[src/rtl/channel_exchanger_if.sv]
// Sample bus between the alpha decision logic, the exchanger and the decimation path.
interface channel_exchanger_if #(
    parameter int unsigned W_HSNR = 12,
    parameter int unsigned W_HDR  = 9,
    parameter int unsigned W_OUT  = 13
);
    logic                     sample_valid;
    logic signed [W_HSNR-1:0] hsnr_value;
    logic signed [W_HDR-1:0]  hdr_value;
    logic                     alpha;
    logic signed [W_OUT-1:0]  out_value;
    logic                     out_valid;
    logic                     out_source;
    logic                     in_transition;

    // Upstream side: drives samples and mode request, observes the exchanged stream.
    modport master (
        output sample_valid, hsnr_value, hdr_value, alpha,
        input  out_value, out_valid, out_source, in_transition
    );

    // Exchanger side.
    modport slave (
        input  sample_valid, hsnr_value, hdr_value, alpha,
        output out_value, out_valid, out_source, in_transition
    );
endinterface

[src/rtl/channel_exchanger.sv]
// HSNR/HDR channel exchanger: immediate switch into HDR, linear crossfade back to HSNR.
module channel_exchanger #(
    parameter int unsigned W_HSNR     = 12,
    parameter int unsigned W_HDR      = 9,
    parameter int unsigned GAIN_SHIFT = 3,
    parameter int unsigned W_OUT      = 13,
    parameter int unsigned XFADE_LOG2 = 2
) (
    input  logic              clk,
    input  logic              reset,
    channel_exchanger_if.slave bus
);
    localparam int unsigned N     = 1 << XFADE_LOG2;
    localparam int unsigned W_MIX = W_OUT + XFADE_LOG2 + 1;

    typedef enum logic [1:0] {
        HSNR_SEL = 2'd0,
        HDR_SEL  = 2'd1,
        XFADE    = 2'd2
    } state_t;

    state_t                  state, state_next;
    logic [XFADE_LOG2-1:0]   k, k_next, k_mix;

    logic signed [W_OUT-1:0] hs, hd, mix;
    logic signed [W_MIX-1:0] hs_wide, hd_wide, w_hs, w_hd, acc;

    logic signed [W_OUT-1:0] out_value_q, out_value_next;
    logic                    out_valid_q, out_valid_next;
    logic                    out_source_q, out_source_next;
    logic                    in_transition_q, in_transition_next;

    // Gain-match both channels into the output format and form the crossfade mix for k+1.
    always_comb begin
        hs      = W_OUT'(bus.hsnr_value);
        hd      = W_OUT'(bus.hdr_value) <<< GAIN_SHIFT;
        k_mix   = k + XFADE_LOG2'(1);
        hs_wide = W_MIX'(hs);
        hd_wide = W_MIX'(hd);
        w_hd    = W_MIX'(N) - W_MIX'(k_mix);
        w_hs    = W_MIX'(k_mix);
        acc     = hd_wide * w_hd + hs_wide * w_hs;
        mix     = W_OUT'(acc >>> XFADE_LOG2);
    end

    // Next-state and output decision; everything advances only on a sample strobe.
    always_comb begin
        state_next         = state;
        k_next             = k;
        out_value_next     = out_value_q;
        out_source_next    = out_source_q;
        in_transition_next = in_transition_q;
        out_valid_next     = bus.sample_valid;

        case (state)
            HSNR_SEL: begin
                if (bus.sample_valid) begin
                    in_transition_next = 1'b0;
                    if (bus.alpha) begin
                        out_value_next  = hd;
                        out_source_next = 1'b1;
                        state_next      = HDR_SEL;
                    end else begin
                        out_value_next  = hs;
                        out_source_next = 1'b0;
                    end
                end
            end
            HDR_SEL: begin
                if (bus.sample_valid) begin
                    out_source_next = 1'b1;
                    if (bus.alpha) begin
                        out_value_next     = hd;
                        in_transition_next = 1'b0;
                    end else begin
                        k_next             = k_mix;
                        out_value_next     = mix;
                        in_transition_next = 1'b1;
                        state_next         = XFADE;
                    end
                end
            end
            XFADE: begin
                if (bus.sample_valid) begin
                    if (bus.alpha) begin
                        // Abort: back to HDR at once; a later exit restarts the full fade.
                        k_next             = '0;
                        out_value_next     = hd;
                        out_source_next    = 1'b1;
                        in_transition_next = 1'b0;
                        state_next         = HDR_SEL;
                    end else if (k == XFADE_LOG2'(N - 1)) begin
                        k_next             = '0;
                        out_value_next     = hs;
                        out_source_next    = 1'b0;
                        in_transition_next = 1'b0;
                        state_next         = HSNR_SEL;
                    end else begin
                        k_next             = k_mix;
                        out_value_next     = mix;
                        out_source_next    = 1'b1;
                        in_transition_next = 1'b1;
                    end
                end
            end
            default: begin
                // Illegal encoding: recover unconditionally, treat any strobe as HSNR.
                state_next = HSNR_SEL;
                k_next     = '0;
                if (bus.sample_valid) begin
                    out_value_next     = hs;
                    out_source_next    = 1'b0;
                    in_transition_next = 1'b0;
                end
            end
        endcase
    end

    // State, crossfade counter and registered outputs.
    always_ff @(posedge clk or negedge reset) begin
        if (!reset) begin
            state           <= HSNR_SEL;
            k               <= '0;
            out_value_q     <= '0;
            out_valid_q     <= 1'b0;
            out_source_q    <= 1'b0;
            in_transition_q <= 1'b0;
        end else begin
            state           <= state_next;
            k               <= k_next;
            out_value_q     <= out_value_next;
            out_valid_q     <= out_valid_next;
            out_source_q    <= out_source_next;
            in_transition_q <= in_transition_next;
        end
    end

    assign bus.out_value     = out_value_q;
    assign bus.out_valid     = out_valid_q;
    assign bus.out_source    = out_source_q;
    assign bus.in_transition = in_transition_q;

endmodule

[src/flat_wrapper.sv]
// flat-port wrapper written by rule: the top's interface ports become plain ports
module channel_exchanger_flat 
#(
    parameter int unsigned W_HSNR     = 12,
    parameter int unsigned W_HDR      = 9,
    parameter int unsigned GAIN_SHIFT = 3,
    parameter int unsigned W_OUT      = 13,
    parameter int unsigned XFADE_LOG2 = 2
)
  (clk, reset, bus_sample_valid, bus_hsnr_value, bus_hdr_value, bus_alpha, bus_out_value, bus_out_valid, bus_out_source, bus_in_transition);
  channel_exchanger_if #(.W_HSNR(W_HSNR), .W_HDR(W_HDR), .W_OUT(W_OUT)) bus_i ();
  input  logic clk;
  input  logic reset;
  input wire logic [$bits(bus_i.sample_valid)-1:0] bus_sample_valid;
  input wire logic [$bits(bus_i.hsnr_value)-1:0] bus_hsnr_value;
  input wire logic [$bits(bus_i.hdr_value)-1:0] bus_hdr_value;
  input wire logic [$bits(bus_i.alpha)-1:0] bus_alpha;
  output wire logic [$bits(bus_i.out_value)-1:0] bus_out_value;
  output wire logic [$bits(bus_i.out_valid)-1:0] bus_out_valid;
  output wire logic [$bits(bus_i.out_source)-1:0] bus_out_source;
  output wire logic [$bits(bus_i.in_transition)-1:0] bus_in_transition;
  assign bus_i.sample_valid = bus_sample_valid;
  assign bus_i.hsnr_value = bus_hsnr_value;
  assign bus_i.hdr_value = bus_hdr_value;
  assign bus_i.alpha = bus_alpha;
  assign bus_out_value = bus_i.out_value;
  assign bus_out_valid = bus_i.out_valid;
  assign bus_out_source = bus_i.out_source;
  assign bus_in_transition = bus_i.in_transition;
  channel_exchanger #(.W_HSNR(W_HSNR), .W_HDR(W_HDR), .GAIN_SHIFT(GAIN_SHIFT), .W_OUT(W_OUT), .XFADE_LOG2(XFADE_LOG2)) u_core (.clk(clk), .reset(reset), .bus(bus_i));
endmodule
[config.mk]
export PLATFORM = sky130hd
export DESIGN_NAME = channel_exchanger_flat
export DESIGN_NICKNAME = d
export VERILOG_FILES = /design/src/rtl/channel_exchanger_if.sv /design/src/rtl/channel_exchanger.sv /design/src/flat_wrapper.sv
export SDC_FILE = /design/constraint.sdc
export NUM_CORES = 1
export LEC_CHECK = 0
export BUFFER_PORTS_ARGS = -buffer_cell sky130_fd_sc_hd__buf_2
export CELL_PAD_IN_SITES_DETAIL_PLACEMENT = 0
export CELL_PAD_IN_SITES_GLOBAL_PLACEMENT = 2
export CORE_ASPECT_RATIO = 1.25
export CORE_MARGIN = 4
export CORE_UTILIZATION = 29
export DETAILED_ROUTE_END_ITERATION = 16
export PLACE_DENSITY = 0.79
export SYNTH_ARGS = -nofsm -noshare
export SYNTH_HDL_FRONTEND = slang
export SYNTH_SLANG_ARGS = --single-unit
[constraint.sdc]
create_clock -name clk -period 5.03 [get_ports clk]
set_clock_uncertainty 0.15 [all_clocks]
set_input_delay 0.2515 -clock clk [delete_from_list [all_inputs] [get_ports clk]]
set_output_delay 0.2515 -clock clk [all_outputs]
set_load 0.02 [all_outputs]
==> impl_metrics.ini, run 1 <==
[grt]
grt_overflow_total = 0
grt_start_max_net_pins = 33
track_usage_pct = 14.7
grt_first_pass_wirelength_microns = 17000
grt_pass1_vias = 3434
antenna_found_initial = 0

[clock_network]
clock_latency_ns = 0.26
root_buffer = clkbuf_16
clock_path_buffers = 2
htreeDepth = 1
clk_pin_slew_ns = 0.06
cts_tree = built
cts_sinks = 20
cts-buffers-inserted = 3

[synth]
synth.top_cell.area_share_pct = 17.6
netlist_top_cells_area = ha_1, dfrtp_1, fa_1
synthesis.nets = 547
ys_warn_count = 0
yosys.area.top_type = ha_1
synth-edff-count = 0
synthCells = 451
synth-seq-cells = 20
ys_seq_area_share_pct = 13.8
async_reset_ff_share_pct = 100
avgSynthCellArea_sq_um = 8.02
netlist_area_sq_um = 3620
synth-main-ff-cell = dfrtp_1
yosys-top-cells-count = inv_1, ha_1, and2_1
yosysUniqueCellTypes = 61
yosysMostFrequentCell = inv_1

[die]
initial_utilization_pct = 29.8
dieHeight_microns = 133
core_sq_um = 12200
ios = 41
die_w_microns = 108
die-area_sq_um = 14300
rows = 45

[worst_setup_path]
crit_type = reg -> reg
rr_startpoint = u_core.k[0]
r2r_slack_ns = -0.08
startpoint_type = flop
cp_slowest_cell = fa_1
cp.required_ns = 5.08
crit_chain = ha_4 > xnor2_4 > and2_4 > ha_4 > fa_2 > fa_2 > a21o_1 > a21oi_2 > nor2b_1 > o21a_1 > nor2_2 > xor2_1 > fa_1 > inv_2 > ha_4 > a21o_1 > a21oi_2 > nand2b_4 > and3_4 > or4_4 > nand3_2
critical_path_arrival_ns = 5.15
end_kind = flop
rr_endpoint = u_core.bus.out_value[12]
critPathMaxStageDelay_ns = 0.51
worstRegToRegCells = 21
cp_max_fo = 6
crit_path_frequent_cell = ha_4

[placement]
dp.cells = 660
port_buffers = 40
pre_cts_slack_ns = -0.141
gp_congestion = 0.801
dp_hpwl_microns = 8120

[final_layout]
fin_util_pct = 37.1
seqCellArea_sq_um = 502
area_delta_synth_final_pct = 24.6
nNetsFinal = 603
nFillCells = 1319
diodes = 0
drive_above_1_share_pct = 24.3
multi_input_area_sq_um = 3030
instances_no_fill = 670

[timing]
fin_crit_ns = 5.11
tightest_slew_ns = 0.725
slew_headroom_pct = 51.7
setup_viol = 1
timing.setup.tns_ns = -0.0751
min_period_over_period_pct = 101
hold_viol_final = 0
drv_slew = 0
fmax_mhz = 196
final.setup.worst_slack_ns = -0.0751
rsz0062_at_grt = yes

[drt]
post_drt_wl_per_cell_microns = 15.4
drt_iter0_drc = 167
route.detailed.drc = 0
ant_nets = 0
drt_wl_total_microns = 10300
drt_pass1_iterations = 4
vias_per_cell = 4.89
via_count = 3279

[outcome]
status = finished, violations left
violations = negative setup slack

[worst_hold_path]
min_from = bus_hsnr_value[0]
hold_path_end = u_core.bus.out_value[0]
hold_path_depth = 2
hp-class = in -> reg

[flow_run]
drv_cap = 0
## layout by cell type (no fill, tap or decap), types with 8 or more instances in the layout
master     n
nand2b_1   9
dfrtp_1   19
nor2_1    24
ha_4       8
a21oi_1   16
ha_1      41
nor2b_1   24
nand2_1   20
xnor2_1    9
a21o_1     9
o21ai_1    9
fa_1      18
nor3_1     9
buf_4     25
and2_1    25
buf_2     40
o21ai_0   20
inv_1     65
## layout make-up
cell class              count  area share [%]
flip-flops and latches     20            11.1
repair buffers             68            9.33
clock buffers               4            1.97
multi-input cells         345            67.3
inverters                  69            5.75
well taps                 164            4.55
## worst max-delay path: cells and delay by family, from the launching register on
family / cells / cell delay, ns
fa+ha+maj: 6 / 2.10
simple gates: 7 / 1.22
compound gates: 5 / 0.77
xor+xnor: 2 / 0.32
buf+inv: 1 / 0.05
flops: 1 / 0.43
## stage by stage
stage                     cell area, sq um  hold WS [ns]
after floorplan                       3650        -0.194
after global placement                4140         0.119
after detailed placement              4140         0.124
after CTS                             4340        0.0850
after global routing                  4510         0.112
final                                 4510        0.0858
## timing repair
action                                  4_1_cts  5_1_grt
cloned                                        0        0
endpoints found under the hold margin        20        0
resized for setup                            11       30
buffers inserted                              4        1
pin swaps                                    12       29
hold buffers                                  1        0
endpoints found under the setup margin        3        5
## layer usage
metal | vias up | routed length (microns) | GRT usage [%]
met5 | - | 0 | 0
met4 | 0 | 135 | 3.86
met3 | 11 | 391 | 1.27
met2 | 68 | 5240 | 26.2
met1 | 1563 | 4540 | 18.9
li1 | 1637 | - | -
## flip-flops by register name, indices dropped and copies added (netlist names)
register                  cells
u_core.bus.out_value         13
u_core.k                      2
u_core.state                  2
u_core.bus.in_transition      1
u_core.bus.out_source         1
u_core.bus.out_valid          1
## cells by family after synthesis
kind of cell | synth area share, %
DFF | 13.8
muxes | 1.52
buffers and inverters | 9.30
adders and majority gates | 28.7
AOI/OAI and AO/OA | 20.3
xor gates and xnor gates | 4.56
and+or+nand+nor | 21.8
## worst max-delay path by stage
stage / from / endpoint / slack, ns / cells past startpoint
floorplan: u_core.k[0] / u_core.bus.out_value[12] / 0.01 / 22
global placement: u_core.k[0] / u_core.bus.out_value[10] / -0.06 / 20
detailed placement: u_core.k[0] / u_core.bus.out_value[10] / -0.14 / 20
CTS: u_core.k[1] / u_core.bus.out_value[12] / -0.05 / 21
global route: u_core.k[0] / u_core.bus.out_value[12] / -0.26 / 21
finish: u_core.k[0] / u_core.bus.out_value[12] / -0.08 / 21
Power of run 1 is left out: the tool's default activity adds up to more than one toggle a clock period on the data nets, which glitch-free logic cannot reach.
==> run 2: changes to the inputs <==
Settings changed: GPL_TIMING_DRIVEN set to 0.
==> impl_metrics.ini, run 2 (synthesis gave the netlist of run 1 again) <==
[worst_setup_path]
crit_path_frequent_cell = ha_4
critPathBufInv = 1
cp_max_fo = 6
critPathMaxStageDelay_ns = 0.51
startpoint_type = flop
cp.required_ns = 5.09
critical_path_arrival_ns = 5.25
critPathTopFamily = adder cells
crit_type = reg -> reg
crit_chain = ha_4 > xnor2_4 > and2_4 > ha_4 > fa_1 > fa_2 > a21o_1 > a21oi_2 > nor2b_1 > o21a_1 > nor2_2 > xor2_2 > fa_1 > inv_2 > ha_4 > a21o_1 > a21oi_2 > nand2b_4 > and3_4 > or4_4 > nand3_2
end_kind = flop
cp_slowest_cell = fa_1

[grt]
antenna_found_initial = 0
track_usage_pct = 16.3
grt_overflow_total = 0
grt_first_pass_wirelength_microns = 18500
grt_start_max_net_pins = 21
grt_pass1_vias = 3600

[timing]
setup_viol = 3
drv_slew = 0
fmax_mhz = 193
hold_ws_ns = 0.0131
slew_headroom_pct = 55.5
hold_viol_final = 0
min_period_over_period_pct = 103
fin_crit_ns = 5.19
tightest_slew_ns = 0.668
rsz0062_at_grt = yes
final.setup.worst_slack_ns = -0.158
timing.setup.tns_ns = -0.344

[final_layout]
final_common_cell = inv_1
diodes = 0
largest_reg_flops = 13
drive_above_1_share_pct = 24.2
layout_common_cells = inv_1, buf_2, ha_1
area_delta_synth_final_pct = 26.8
instances_no_fill = 685
nNetsFinal = 618

[drt]
vias_per_cell = 4.91
drt_iter0_drc = 141
post_drt_wl_per_cell_microns = 16.5
drt_wl_total_microns = 11300
ant_nets = 0
via_count = 3361
route.detailed.drc = 0
drt_pass1_iterations = 4

[die]
dieHeight_microns = 133
initial_utilization_pct = 29.8
die-area_sq_um = 14300
die_w_microns = 108
rows = 45
core_sq_um = 12200
ios = 41

[placement]
dp_hpwl_microns = 8660
gp_congestion = 0.865
port_buffers = 40
dp.cells = 655

[clock_network]
htreeDepth = 1
cts_tree = built
clock_path_buffers = 2
clk_pin_slew_ns = 0.06
root_buffer = clkbuf_16
cts-buffers-inserted = 3
cts_sinks = 20
clock_latency_ns = 0.27

[worst_hold_path]
hp-class = in -> reg

[flow_run]
drv_cap = 0

[outcome]
violations = negative setup slack
status = finished, violations left
## run 2: changes by cell type in the layout (fill, tap and decap cells not counted), moves of 2 or more
cell,delta
clkbuf_1,+10
ha_1,-2
buf_2,+5
ha_4,+2
## run 2: what timing repair did
action                     in CTS  in global routing
setup endpoints to repair       5                  5
pin swaps                      18                 26
hold buffers                    1                  0
buffers inserted               23                  4
resized for setup              20                 22
hold endpoints to repair       20                  0
## run 2: per-layer routing
layer  share of wire (%)  GRT usage [%]
met4                 2.2           5.12
met2                  52           29.5
met5                   0              0
met3                 2.0           1.02
met1                  44           20.5
## run 2: metrics by stage
stage	util, %	instance area [sq um]	worst slack, ns
6_report	37.7	4590	-0.158
5_1_grt	37.7	4590	-0.383
4_1_cts	36.5	4440	-0.247
3_5_place_dp	33.3	4050	-0.600
3_3_place_gp	33.3	4050	-0.548
2_1_floorplan	-	3650	0.00958
## run 2: path summary, 6_finish.rpt
path / from / to / slack, ns / cells past startpoint
hold / removal: bus_sample_valid / u_core.bus.out_valid / 0.01 / 1
setup / recovery: u_core.k[0] / u_core.bus.out_value[12] / -0.16 / 21
min in group asynchronous: reset / u_core.bus.out_source / 0.33 / 2
setup reg to reg: u_core.k[0] / u_core.bus.out_value[12] / -0.16 / 21
hold reg to reg: u_core.bus.in_transition / u_core.bus.in_transition / 0.36 / 1
max in group asynchronous: reset / u_core.k[0] / 4.02 / 2
## run 2: final cells by class
cell class / count / area, sq um
Buffer: 17 / 77.6
Clock buffer: 4 / 88.8
Fill cell: 1314 / 7570
Inverter: 69 / 259
Multi-Input combinational cell: 345 / 3060
Sequential cell: 20 / 502
Tap cell: 164 / 205
Timing Repair Buffer: 66 / 398
Power of run 2 is left out for the same reason.
==> run 3: changes to the inputs <==
Settings changed: CORE_UTILIZATION 29 to 32, PLACE_DENSITY 0.79 to 0.85.
==> impl_metrics.ini, run 3 (synthesis gave the netlist of run 1 again) <==
[grt]
met2_usage_pct = 30.1
antenna_found_initial = 0
grt-busiest-layer = met2
grt_util_met3_pct = 1.10
grt_pass1_vias = 3354
grt_first_pass_wirelength_microns = 17000
track_usage_pct = 16.8
grt_start_max_net_pins = 21
grt_overflow_total = 0
use_met1_pct = 21.5

[timing]
fin_crit_ns = 5.17
setup_viol = 3
hold_ws_ns = 0.0167
slew_headroom_pct = 58.8
rsz0062_at_grt = yes
fmax_mhz = 193
final.setup.worst_slack_ns = -0.144
drv_slew = 0
min_period_over_period_pct = 103
tightest_slew_ns = 0.618
hold_viol_final = 0

[worst_setup_path]
cp.required_ns = 5.08
startpoint_type = flop
rr_endpoint = u_core.bus.out_value[12]
r2r_slack_ns = -0.14
cp_max_fo = 6
rr_startpoint = u_core.k[0]
critPathMaxStageDelay_ns = 0.53
crit_type = reg -> reg
crit_chain = ha_4 > xnor2_4 > buf_4 > buf_4 > and2_1 > ha_1 > inv_1 > fa_1 > inv_1 > ha_4 > a21oi_2 > nand2_1 > a21o_1 > a21oi_2 > xor2_1 > fa_1 > inv_1 > ha_4 > and3_1 > nand4_1 > and3_1 > or4_1 > nand3_1
critical_path_arrival_ns = 5.23
cp_slowest_cell = fa_1
end_kind = flop
worstRegToRegCells = 23

[die]
die_w_microns = 103
ios = 41
initial_utilization_pct = 32.6
core_sq_um = 11100
rows = 43
dieHeight_microns = 127
die-area_sq_um = 13100

[final_layout]
nNetsFinal = 605
area_delta_synth_final_pct = 21.5
layout_common_cells = inv_1, buf_2, ha_1
final_common_cell = inv_1
fin_util_pct = 39.7
diodes = 0
largest_reg_flops = 13
drive_above_1_share_pct = 20.7
nFillCells = 1163

[drt]
drt_wl_total_microns = 10600
vias_per_cell = 5.21
route.detailed.drc = 0
drt_iter0_drc = 217
ant_nets = 0
post_drt_wl_per_cell_microns = 16.5
drt_pass1_iterations = 5
via_count = 3351

[clock_network]
root_buffer = clkbuf_16
clk_pin_slew_ns = 0.06
cts_sinks = 20
htreeDepth = 1
clock_latency_ns = 0.27
cts_tree = built
clock_path_buffers = 2
cts-buffers-inserted = 3

[placement]
gp_congestion = 0.864
pre_cts_slack_ns = -0.596
dp_hpwl_microns = 8380
port_buffers = 40

[worst_hold_path]
hold_path_end = u_core.bus.out_valid
hp-class = in -> reg
hold_path_depth = 1
min_from = bus_sample_valid

[flow_run]
drv_cap = 0

[outcome]
status = finished, violations left
violations = negative setup slack
[run 3: cell types whose count changed in the layout (fill, tap and decap cells not counted), sizes merged]
cell    delta
buf       -13
clkbuf     -1
bufinv     +1
[run 3: routing by layer]
metal  share of wire [%]  wire length, microns  up-vias
li1                    -                     -     1650
met1                  44                  4640     1606
met2                  51                  5360       81
met3                 3.6                   381       14
met4                 2.0                   213        0
met5                   0                     0        -
[run 3: critical path: cells and delay by family, from the launching register on]
family	cells	cell delay (ns)
fa+ha+maj	6	2.08
compound gates	3	0.50
flops	1	0.44
xor+xnor	2	0.27
buf+inv	5	0.46
simple gates	7	1.18
[run 3: worst max path at each step]
stage	slack [ns]	endpoint	from
CTS	-0.21	u_core.bus.out_value[12]	u_core.k[1]
floorplan	0.01	u_core.bus.out_value[12]	u_core.k[0]
finish	-0.14	u_core.bus.out_value[12]	u_core.k[0]
global route	-0.28	u_core.bus.out_value[12]	u_core.k[0]
detailed placement	-0.60	u_core.bus.out_value[10]	u_core.k[0]
global placement	-0.54	u_core.bus.out_value[10]	u_core.k[0]
[run 3: cell type report]
cell class | count | area, sq um | area share (%)
Timing Repair Buffer | 53 | 300 | 6.83
Clock inverter | 1 | 30.0 | 0.683
Inverter | 69 | 259 | 5.89
Buffer | 17 | 77.6 | 1.76
Tap cell | 135 | 169 | 3.84
Multi-Input combinational cell | 345 | 2990 | 67.9
Sequential cell | 20 | 502 | 11.4
Clock buffer | 3 | 75.1 | 1.71
[run 3: repair_timing]
| action | 4_1_cts | 5_1_grt |
|---|---|---|
| resized for setup | 21 | 9 |
| buffers inserted | 9 | 3 |
| endpoints found under the setup margin | 5 | 5 |
| pin swaps | 21 | 19 |
| hold buffers | 1 | 0 |
| hold endpoints to repair | 20 | 0 |
| gates cloned | 0 | 0 |
[run 3: metrics by stage]
stage	TNS, ns	std cells	instance area (sq um)
after floorplan	0	451	3650
after global placement	-1.54	626	4020
after detailed placement	-1.81	626	4020
after CTS	-0.504	640	4330
after global routing	-0.769	643	4400
final	-0.285	643	4400
Power of run 3 is left out for the same reason.
